<file path="config.mk">
export PLATFORM = sky130hd
export DESIGN_NAME = sr_bank_cmd_arbiter
export DESIGN_NICKNAME = d
export VERILOG_FILES = /design/src/rtl/sr_bank_pkg.sv /design/src/rtl/sr_rr_arbiter.sv /design/src/rtl/sr_bank_cmd_arbiter.sv
export SDC_FILE = /design/constraint.sdc
export NUM_CORES = 1
export LEC_CHECK = 0
export CAP_MARGIN = 5
export CORE_UTILIZATION = 47
export CTS_CLUSTER_SIZE = 30
export DETAILED_ROUTE_END_ITERATION = 10
export PLACE_DENSITY_LB_ADDON = 0.3
export SYNTH_ARGS = -nofsm -noshare
export SYNTH_HDL_FRONTEND = slang
export SYNTH_HIERARCHICAL = 1
export SYNTH_SLANG_ARGS = --single-unit
</file>
<file path="constraint.sdc">
create_clock -name clk -period 10.35 [get_ports clk]
set_input_delay 1.5525 -clock clk [delete_from_list [all_inputs] [get_ports clk]]
set_output_delay 1.5525 -clock clk [all_outputs]
set_load 0.05 [all_outputs]
</file>
<file path="src/rtl/sr_bank_pkg.sv">
// rtl/sr_bank_pkg.sv - op and FSM state encodings for the SR bank command arbiter
package sr_bank_pkg;
    localparam logic [1:0] OP_NOP = 2'b00;
    localparam logic [1:0] OP_CLR = 2'b01;
    localparam logic [1:0] OP_SET = 2'b10;
    localparam logic [1:0] OP_TGL = 2'b11;

    localparam logic [1:0] ST_IDLE  = 2'd0;
    localparam logic [1:0] ST_READ  = 2'd1;
    localparam logic [1:0] ST_DRIVE = 2'd2;
endpackage

</file>
<file path="src/rtl/sr_rr_arbiter.sv">
// rtl/sr_rr_arbiter.sv - N-way round-robin arbiter with enable and one-hot grant
module sr_rr_arbiter #(
    parameter int N = 4
) (
    input  logic         clk,
    input  logic         rst,
    input  logic         en,
    input  logic [N-1:0] valid,
    output logic [N-1:0] grant
);
    localparam int PW = $clog2(N);

    logic [PW-1:0] ptr;
    logic [PW-1:0] nxt;
    logic [PW-1:0] idx;

    // Scan from the pointer, wrapping, and stop at the first valid requester.
    always_comb begin
        grant = '0;
        nxt   = ptr;
        idx   = '0;
        for (int k = 0; k < N; k++) begin
            idx = PW'((int'(ptr) + k) % N);
            if (en && grant == '0 && valid[idx]) begin
                grant[idx] = 1'b1;
                nxt        = PW'((int'(idx) + 1) % N);
            end
        end
    end

    always_ff @(posedge clk or negedge rst) begin
        if (!rst) begin
            ptr <= '0;
        end else if (|grant) begin
            ptr <= nxt;
        end
    end
endmodule

</file>
<file path="src/rtl/sr_bank_cmd_arbiter.sv">
// rtl/sr_bank_cmd_arbiter.sv - shares one SR cell bank between N command requesters
// Optional TOGGLE support (READ state) is built when SR_BANK_TOGGLE_EN is defined.
module sr_bank_cmd_arbiter
    import sr_bank_pkg::*;
#(
    parameter int N  = 4,
    parameter int W  = 16,
    parameter int AW = 4
) (
    input  logic            clk,
    input  logic            rst,
    input  logic [N-1:0]    req_valid,
    output logic [N-1:0]    req_ready,
    input  logic [N*AW-1:0] req_addr,
    input  logic [N*2-1:0]  req_op,
    input  logic [W-1:0]    q_in,
    output logic [W-1:0]    s_out,
    output logic [W-1:0]    r_out,
    output logic            busy,
    output logic            err
);
    localparam logic [AW:0] W_LIM = (AW + 1)'(W);

    logic [1:0]    state;
    logic [N-1:0]  grant;
    logic          arb_en;
    logic          accept;
    logic [AW-1:0] g_addr;
    logic [1:0]    g_op;
    logic          g_ok;
    logic [W-1:0]  g_cell;

    // Reset also masks grants, so no requester sees ready while rst is low.
    assign arb_en    = rst && (state == ST_IDLE);
    assign req_ready = grant;
    assign accept    = |grant;
    assign busy      = (state != ST_IDLE);

    sr_rr_arbiter #(.N(N)) u_arb (
        .clk   (clk),
        .rst   (rst),
        .en    (arb_en),
        .valid (req_valid),
        .grant (grant)
    );

    always_comb begin
        g_addr = '0;
        g_op   = OP_NOP;
        for (int i = 0; i < N; i++) begin
            if (grant[i]) begin
                g_addr = req_addr[i*AW +: AW];
                g_op   = req_op[i*2 +: 2];
            end
        end
    end

    assign g_ok   = {1'b0, g_addr} < W_LIM;
    assign g_cell = W'(1) << g_addr;

`ifdef SR_BANK_TOGGLE_EN
    logic [AW-1:0] cmd_addr;
    logic          c_ok;
    logic [W-1:0]  c_cell;

    assign c_ok   = {1'b0, cmd_addr} < W_LIM;
    assign c_cell = W'(1) << cmd_addr;
`else
    logic unused_q;
    assign unused_q = ^q_in;
`endif

    // Strobes and err are registered on entry to DRIVE and cleared every other cycle.
    always_ff @(posedge clk or negedge rst) begin
        if (!rst) begin
            state <= ST_IDLE;
            s_out <= '0;
            r_out <= '0;
            err   <= 1'b0;
`ifdef SR_BANK_TOGGLE_EN
            cmd_addr <= '0;
`endif
        end else begin
            s_out <= '0;
            r_out <= '0;
            err   <= 1'b0;
            case (state)
                ST_IDLE: begin
                    if (accept) begin
                        state <= ST_DRIVE;
                        case (g_op)
                            OP_SET: begin
                                if (g_ok) s_out <= g_cell;
                                else      err   <= 1'b1;
                            end
                            OP_CLR: begin
                                if (g_ok) r_out <= g_cell;
                                else      err   <= 1'b1;
                            end
                            OP_TGL: begin
`ifdef SR_BANK_TOGGLE_EN
                                state    <= ST_READ;
                                cmd_addr <= g_addr;
`else
                                err      <= 1'b1;
`endif
                            end
                            default: ;
                        endcase
                    end
                end
`ifdef SR_BANK_TOGGLE_EN
                ST_READ: begin
                    state <= ST_DRIVE;
                    if (!c_ok)             err   <= 1'b1;
                    else if (q_in[cmd_addr]) r_out <= c_cell;
                    else                   s_out <= c_cell;
                end
`endif
                default: state <= ST_IDLE;
            endcase
        end
    end
endmodule

</file>
==> results of run 1 <==
[where the power goes]
group	leakage (nW)	internal, W	total, W	switching [W]
combinational	0.620	0.000247	0.000797	0.000550
clock	0.0552	0.0000714	0.000120	0.0000483
sequential	0.496	0.000160	0.000180	0.0000208
[sequential cells by signal (all words and copies together) (netlist names)]
name       cells
err            1
state          1
u_arb/ptr      2
r_out         16
s_out         16
[stage by stage]
stage / instance area, um2 / util
4_1_cts: 2980 / 0.675
3_3_place_gp: 2870 / 0.651
3_5_place_dp: 2870 / 0.651
5_1_grt: 2980 / 0.675
2_1_floorplan: 2180 / -
6_report: 2980 / 0.675
[kinds of logic after synthesis]
family                   count (synthesis)  synth area share
flip-flops                              36             0.414
adder cells (fa/ha/maj)                  8            0.0460
XOR/XNOR                                 1           0.00402
multiplexers                             6            0.0454
AND/OR/NAND/NOR                         82             0.257
AO/OA/AOI/OAI                           45             0.187
buffers and inverters                   21            0.0471
[cell usage in the layout, fill, tap and decap left out, types with 3 or more instances in the layout]
master / instances
a21oi_1: 4
a221oi_1: 3
buf_4: 4
clkbuf_8: 5
clkdlybuf4s50_1: 67
dfrtp_1: 36
ha_1: 8
inv_1: 9
mux4_2: 3
nand2_1: 9
nand2b_1: 3
nand3_1: 6
nor2_1: 7
nor3_1: 4
nor4_1: 23
nor4_2: 9
o21ai_1: 6
o221ai_1: 3
or3_1: 3
[worst reg2reg max path, delay by kind of cell, from the launching register on]
kind | cells | cell delay [ps]
compound gates | 5 | 2320
fa+ha+maj | 1 | 360
buf+inv | 1 | 240
flops | 1 | 660
simple gates | 6 | 1790
[worst paths after layout]
check | slack (ps) | end | cells after the start | start
worst min register to register | 630 | state[1]$_DFFE_PN0P_ | 3 | state[1]$_DFFE_PN0P_
worst min-delay path | 630 | state[1]$_DFFE_PN0P_ | 3 | state[1]$_DFFE_PN0P_
max in group asynchronous | 8330 | r_out[4]$_DFF_PN0_ | 2 | rst
worst max register to register | 4870 | r_out[1]$_DFF_PN0_ | 13 | u_arb/ptr[0]$_DFFE_PN0P_
worst max-delay path | 2920 | req_ready[1] | 10 | rst
min in group asynchronous | 1700 | s_out[8]$_DFF_PN0_ | 2 | rst
[layer usage]
metal / share of wire / up-vias
li1: - / 921
met5: 0 / -
met1: 0.42 / 974
met3: 0.062 / 6
met4: 0.0059 / 0
met2: 0.51 / 77
[area by class of cell]
class | count | area (um2)
multi-input cells | 142 | 1170
inverters | 9 | 33.8
repair buffers | 71 | 701
fillers | 373 | 1430
clock buffers | 6 | 72.6
flip-flops and latches | 36 | 901
clock inverters | 2 | 35.0
well taps | 52 | 65.1
[cells in the mapped netlist (all sizes together) (3+ instances only)]
library cell / n / area share
a211oi: 3 / 0.013
a21oi: 4 / 0.0092
a221oi: 4 / 0.024
and3: 3 / 0.011
buf: 8 / 0.025
clkbuf: 4 / 0.0069
dfrtp: 36 / 0.41
ha: 8 / 0.046
inv: 9 / 0.016
mux4: 3 / 0.031
nand2: 9 / 0.016
nand2b: 3 / 0.0086
nand3: 6 / 0.014
nor2: 8 / 0.015
nor3: 6 / 0.021
nor4: 33 / 0.13
o21ai: 9 / 0.022
o221ai: 4 / 0.024
or3: 3 / 0.0086
==> results_dict.tcl, run 1 <==
set metrics [dict create \
    via_per_inst 6.22 \
    antenna_found_initial 0 \
    total_power_w 0.00110 \
    post_drt_wl_per_cell_um 18.2 \
    die_w_um 70.1 \
    cts_setup_buffers 0 \
    grt-ovfl-total 0 \
    hold_viol_final 0 \
    synth_edf_count 0 \
    fin_skew_ps 3.79 \
    clk_latency_ps 280 \
    fin_nets 319 \
    slowest_delay_ps 940 \
    final_max_slew_viol_count 0 \
    grt_max_degree 38 \
    firstDrtPassIters 5 \
    core_mm2 0.00441 \
    place_ws_ps 2920 \
    core.rowCount 24 \
    grt_pass1_vias 1877 \
    hp-class "flip-flop to flip-flop" \
    outcome "finished, final reports clean" \
    cap_violations 0 \
    clock_path_buffers 2 \
    dp_cells 310 \
    path_max_fanout 37 \
    grt_use_met2 0.401 \
    clkTransAtPathRegs_ps 70 \
    track_usage 0.253 \
    critPathRequiredTime_ps 8800 \
    start_util 0.493 \
    cts_resized 0 \
    syn_area_mm2 0.00218 \
    tightestPinTransition_ps 797 \
    async_flop_share 1.00 \
    port_buffers 67 \
    syn_avg_cell_area_um2 10.9 \
    ant_nets 0 \
    p_per_area_mw_per_mm2 368 \
    yosysWarnings 6 \
    drc 0 \
    setup_slack_ps 2920 \
    drt-initial-drc-count 130 \
    cts_sinks 36 \
    cts-htree-levels 2 \
    ir_drop_mv 0.190 \
    synth_nets 253 \
    wl_mm 5.80 \
    rsz0062_at_grt "false" \
    worst_ep_arrival_time_ps 5880 \
    final_cells 318 \
    critical_path_class "primary input to output pin" \
    syn2layout_area_growth_pct 37.0 \
    die_area_mm2 0.00491 \
    ys_ff_latch 36 \
    gp_congestion 0.824 \
    grt_use_met1 0.349 \
    cpLargestDelayFamily "buffers and inverters" \
    min_period_over_period 0.718 \
    ys_seq_area_frac 0.414 \
    synth_cells 199 \
    relSlewSlack 0.465 \
    max_freq_mhz 135 \
    start_kind "primary input" \
    crit_path_cell_trace "clkdlybuf4s50_1 -> buf_4 -> nor2b_1 -> nand2_1 -> nor2_2 -> o21ai_1 -> a211oi_2 -> nand3_1 -> o21ai_1 -> clkdlybuf4s50_1" \
    place_hpwl_mm 4.01 \
    drive_above_1_share 0.135 \
    cts_tree "yes" \
    worst-path-buf-inv 3 \
    cellLeakagePower_nw 1.17 \
    die_h_um 70.1 \
    report.final.setup_viol 0 \
    diodes 0 \
    cts-root-buf "clkbuf_8" \
    vias 1978 \
    crit_path_end_kind "output pin" \
    synth-main-ff-cell "dfrtp_1" \
    io_pins 84 \
    min_period_ps 7430 \
    holdBufCountCts 0 \
    grt_use_met3 0.0635 \
    cts_buffers 5 \
    grt_pass1_wl_mm 9.73 \
    critPathSlowestCell "clkdlybuf4s50_1" \
    tns_ps 0 \
    busiest_layer "met2" \
    whs_ps 626 \
    yosysUniqueCellTypes 58 \
]
Power figures use the tool's default switching activity.
==> inputs of run 2 (changes only) <==
Settings changed: CORE_UTILIZATION 47 to 44.
Clock period 10.35 ns to 6.88 ns, I/O delays scaled along.
==> run 2 against run 1 <==
Effect of this change:
- total power up 47%
- worst setup slack worse by 1900 ps
- count of clock-buffer cells in the layout unchanged
- non-clock buffer count unchanged
- critical path depth down 1
- cell count up 4.7%
- clock power up 32%
- wire length down 7.3%
- highest routed layer unchanged
==> results_dict.tcl, run 2 (synthesized netlist as in run 1, its figures left out) <==
set metrics [dict create \
    vias 1951 \
    drt-initial-drc-count 148 \
    min_period_over_period 0.845 \
    dpl_cell_area_mm2 0.00289 \
    io_pins 84 \
    hold_viol_final 0 \
    layout_common_cells "clkdlybuf4s50_1 (66), dfrtp_1 (36), nor4_1 (23)" \
    wl_mm 5.38 \
    tightestPinTransition_ps 850 \
    core_mm2 0.00475 \
    final_cells 333 \
    post_drt_wl_per_cell_um 16.2 \
    drc 0 \
    cts_setup_buffers 0 \
    crit_path_end_kind "output pin" \
    clk_latency_ps 280 \
    final_common_cell "clkdlybuf4s50_1" \
    cts-htree-levels 2 \
    drive_above_1_share 0.143 \
    worst-path-buf-inv 2 \
    track_usage 0.207 \
    final_max_slew_viol_count 0 \
    clkTransAtPathRegs_ps 70 \
    clock_path_buffers 2 \
    critPathSlowestCell "clkdlybuf4s50_1" \
    grt_pass1_vias 1710 \
    place_hpwl_mm 3.92 \
    max_freq_mhz 172 \
    report.final.setup_viol 0 \
    cts-root-buf "clkbuf_8" \
    fin_skew_ps 6.88 \
    diodes 0 \
    whs_ps 613 \
    hp-start "state[1]$_DFFE_PN0P_" \
    p_per_area_mw_per_mm2 540 \
    core.rowCount 25 \
    ant_nets 0 \
    grt_max_degree 37 \
    cts_buffers 5 \
    die_h_um 72.3 \
    start_util 0.458 \
    die_w_um 72.3 \
    holdPathStages 3 \
    die_area_mm2 0.00523 \
    hp-class "flip-flop to flip-flop" \
    ir_drop_mv 0.329 \
    grt-ovfl-total 0 \
    critPathRequiredTime_ps 5850 \
    start_kind "primary input" \
    cellLeakagePower_nw 1.17 \
    outcome "finished, final reports clean" \
    cpLargestDelayFamily "buffers and inverters" \
    firstDrtPassIters 4 \
    cap_violations 0 \
    r2r_cells 13 \
    antenna_found_initial 0 \
    whs_endpoint "state[1]$_DFFE_PN0P_" \
    min_period_ps 5810 \
    gp_congestion 0.929 \
    timing.rr.start "u_arb/ptr[0]$_DFFE_PN0P_" \
    regToRegEndpoint "r_out[15]$_DFF_PN0_" \
    multi_input_area_mm2 0.00117 \
    regArea_um2 901 \
    worst_ep_arrival_time_ps 4780 \
    design_area_mm2 0.00299 \
    via_per_inst 5.86 \
    syn2layout_area_growth_pct 37.2 \
    rsz0062_at_grt "false" \
    critical_path_class "primary input to output pin" \
    fin_nets 319 \
    port_buffers 67 \
    fillCellCount 419 \
    r2r_setup_slack_ps 1680 \
    relSlewSlack 0.429 \
    largestRegisters "r_out x16, s_out x16, u_arb/ptr x2" \
    path_max_fanout 10 \
    cts_tree "yes" \
    total_power_w 0.00161 \
    cts_resized 0 \
    grt_pass1_wl_mm 8.38 \
    tns_ps 0 \
    cts_sinks 36 \
    holdBufCountCts 0 \
    crit_path_cell_trace "clkdlybuf4s50_1 -> nor2b_1 -> nand2_1 -> nor2_2 -> o21ai_1 -> a211oi_2 -> nand3_1 -> o21ai_1 -> clkdlybuf4s50_1" \
    slowest_delay_ps 920 \
    dp_cells 325 \
]
-- run 2: worst max-delay path by stage --
stage | startpoint | to | slack [ps] | depth (start not counted)
after global placement | rst | req_ready[3] | 1090 | 9
final | rst | req_ready[3] | 1070 | 9
after global routing | rst | req_ready[3] | 840 | 9
after detailed placement | rst | req_ready[3] | 1100 | 9
after floorplan | req_valid[3] | s_out[4]$_DFF_PN0_ | 1940 | 13
after CTS | rst | req_ready[3] | 1090 | 9
-- run 2: layout make-up --
| type | instances | share of cell area |
|---|---|---|
| Sequential cell | 36 | 0.302 |
| Tap cell | 67 | 0.0281 |
| Clock buffer | 6 | 0.0276 |
| Clock inverter | 2 | 0.00461 |
| Multi-Input combinational cell | 142 | 0.393 |
| Timing Repair Buffer | 71 | 0.234 |
| Inverter | 9 | 0.0113 |
-- run 2: per-layer routing --
metal  vias up  global-route usage  part of all wire
met5         -                   0                 0
met4         0              0.0436            0.0089
met3         6              0.0514             0.078
met2        78               0.330              0.48
met1       945               0.287              0.43
li1        922                   -                 -
-- run 2: worst register-to-register path, cell delays in order, from the launching register on --
cell and delay, ps:
dfrtp_1 660, inv_1 230, ha_1 340, or4_1 520
and3_4 210, nor2_2 200, o21ai_1 120, a211oi_2 350
nand3_1 180, o21ai_1 610, nor2b_1 250, a221o_1 380
a2111o_1 710, nor4_1 320
-- run 2: through the flow --
stage               worst slack, ps  utilization
global route                    838        0.628
floorplan                      1940            -
global placement               1090        0.608
CTS                            1090        0.628
finish                         1070        0.628
detailed placement             1100        0.608
-- run 2: power breakdown --
group	total [W]	internal [W]	switching, W
logic	0.00118	0.000370	0.000812
clock network	0.000158	0.0000818	0.0000766
registers	0.000272	0.000240	0.0000322
==> inputs of run 3 (changes only) <==
Clock period 6.88 ns to 5.9 ns, I/O delays scaled along.
==> run 3 against run 2 <==
Effect of this change:
- non-clock buffer count increased by 2
- global-route usage increased by 1.1 points
- critical path depth rose by 3
- sequential cell count stayed put
- via count grew 0.72%
- utilization grew 1.5 points
- cell count up 0.60%
- worst setup slack worse by 270 ps
- largest power group unchanged
==> results_dict.tcl, run 3 (synthesized netlist as in run 1, its figures left out) <==
set metrics [dict create \
    worst_ep_arrival_time_ps 5270 \
    combPwrFrac 0.732 \
    holdBufCountCts 0 \
    final_common_cell "clkdlybuf4s50_1" \
    syn2layout_area_growth_pct 40.5 \
    hold_viol_final 0 \
    via_per_inst 5.87 \
    setup_slack_ps 798 \
    rsz0062_at_grt "false" \
    grt_max_degree 37 \
    internal-power_w 0.000883 \
    place_ws_ps 611 \
    cts_tree "yes" \
    total_power_w 0.00197 \
    tightestPinTransition_ps 840 \
    gp_congestion 0.853 \
    crit_path_end_kind "flip-flop" \
    cts-htree-levels 2 \
    ir_drop_mv 0.258 \
    grt_pass1_vias 1801 \
    outcome "finished, final reports clean" \
    p_per_area_mw_per_mm2 644 \
    wl_mm 5.51 \
    cts_resized 0 \
    core_mm2 0.00475 \
    cap_violations 0 \
    cts_buffers 5 \
    cellLeakagePower_nw 1.20 \
    die_h_um 72.3 \
    fillCellCount 405 \
    critical_path_class "primary input to flip-flop" \
    path_max_fanout 16 \
    power.share.clock 0.107 \
    firstDrtPassIters 5 \
    cts_setup_buffers 0 \
    port_buffers 67 \
    drt-initial-drc-count 124 \
    grt-ovfl-total 0 \
    cts-root-buf "clkbuf_8" \
    p_seq_frac 0.161 \
    grt_pass1_wl_mm 8.87 \
    start_kind "primary input" \
    min_period_over_period 0.865 \
    die_w_um 72.3 \
    start_util 0.458 \
    cts_sinks 36 \
    drive_above_1_share 0.160 \
    antenna_found_initial 0 \
    ant_nets 0 \
    hp-class "flip-flop to flip-flop" \
    largestRegisters "r_out x16, s_out x16, u_arb/ptr x2" \
    clock_path_buffers 2 \
    drc 0 \
    place_hpwl_mm 3.94 \
    switchingPower_w 0.00109 \
    layout_common_cells "clkdlybuf4s50_1 (63), dfrtp_1 (36), nor4_1 (23)" \
    report.final.setup_viol 0 \
    fin_nets 321 \
    post_drt_wl_per_cell_um 16.4 \
    relSlewSlack 0.436 \
    die_area_mm2 0.00523 \
    max_freq_mhz 196 \
    tns_ps 0 \
    critPathRequiredTime_ps 6070 \
    diodes 0 \
    final_max_slew_viol_count 0 \
    fin_skew_ps 5.74 \
    core.rowCount 25 \
    track_usage 0.219 \
    io_pins 84 \
    min_period_ps 5100 \
    swShare 0.552 \
    vias 1965 \
    clk_latency_ps 280 \
    clkTransAtPathRegs_ps 70 \
]
run 3: changes by cell type in the layout (fill, tap and decap cells not counted), sizes merged:
cell           previous run  this run
clkinvlp                  0         1
buf                       5        10
inv                      10         9
clkbuf                    6         5
bufinv                    0         1
clkdlybuf4s50            66        63
run 3: final timing paths:
check	from	endpoint	slack, ps	cells after the start
hold / removal	state[1]$_DFFE_PN0P_	state[1]$_DFFE_PN0P_	610	3
min in group asynchronous	rst	s_out[3]$_DFF_PN0_	1110	2
hold reg to reg	state[1]$_DFFE_PN0P_	state[1]$_DFFE_PN0P_	610	3
setup reg to reg	u_arb/ptr[0]$_DFFE_PN0P_	r_out[4]$_DFF_PN0_	890	13
setup / recovery	rst	r_out[4]$_DFF_PN0_	800	12
max in group asynchronous	rst	r_out[7]$_DFF_PN0_	4470	2
run 3: layout make-up:
| class | instances | area [um2] | area share |
|---|---|---|---|
| repair buffers | 73 | 756 | 0.247 |
| clock inverters | 3 | 42.5 | 0.0139 |
| clock buffers | 5 | 68.8 | 0.0225 |
| inverters | 9 | 33.8 | 0.0110 |
| well taps | 67 | 83.8 | 0.0274 |
| multi-input cells | 142 | 1170 | 0.384 |
| flip-flops and latches | 36 | 901 | 0.294 |
run 3: metrics by stage:
stage	hold WS [ps]	std cells	utilization	area, um2
after detailed placement	607	327	0.620	2950
final	614	335	0.643	3060
after global routing	662	335	0.643	3060
after floorplan	589	199	-	2180
after CTS	617	335	0.643	3060
after global placement	580	327	0.620	2950
run 3: power groups by stage:
stage	sequential [W]	clock (W)	combinational (W)
after floorplan	0.000389	0	0.000987
after global placement	0.000321	0	0.00141
after detailed placement	0.000322	0	0.00142
after CTS	0.000317	0.000213	0.00143
after global routing	0.000322	0.000223	0.00155
final	0.000316	0.000211	0.00144
run 3: per-layer routing:
layer | vias to the layer above | GRT usage | share of wire
met2 | 73 | 0.358 | 0.49
li1 | 915 | - | -
met5 | - | 0 | 0
met3 | 6 | 0.0444 | 0.049
met1 | 971 | 0.295 | 0.45
met4 | 0 | 0.0588 | 0.010
run 3: critical path: stages:
cell,delay [ps]
clkdlybuf4s50_1,520
nor2b_1,500
nand2_1,320
nor2_2,310
o21ai_1,120
a211oi_2,360
nand3_1,190
o21ai_1,510
nand2b_1,300
o22a_1,280
a2111o_1,660
nor4_1,300
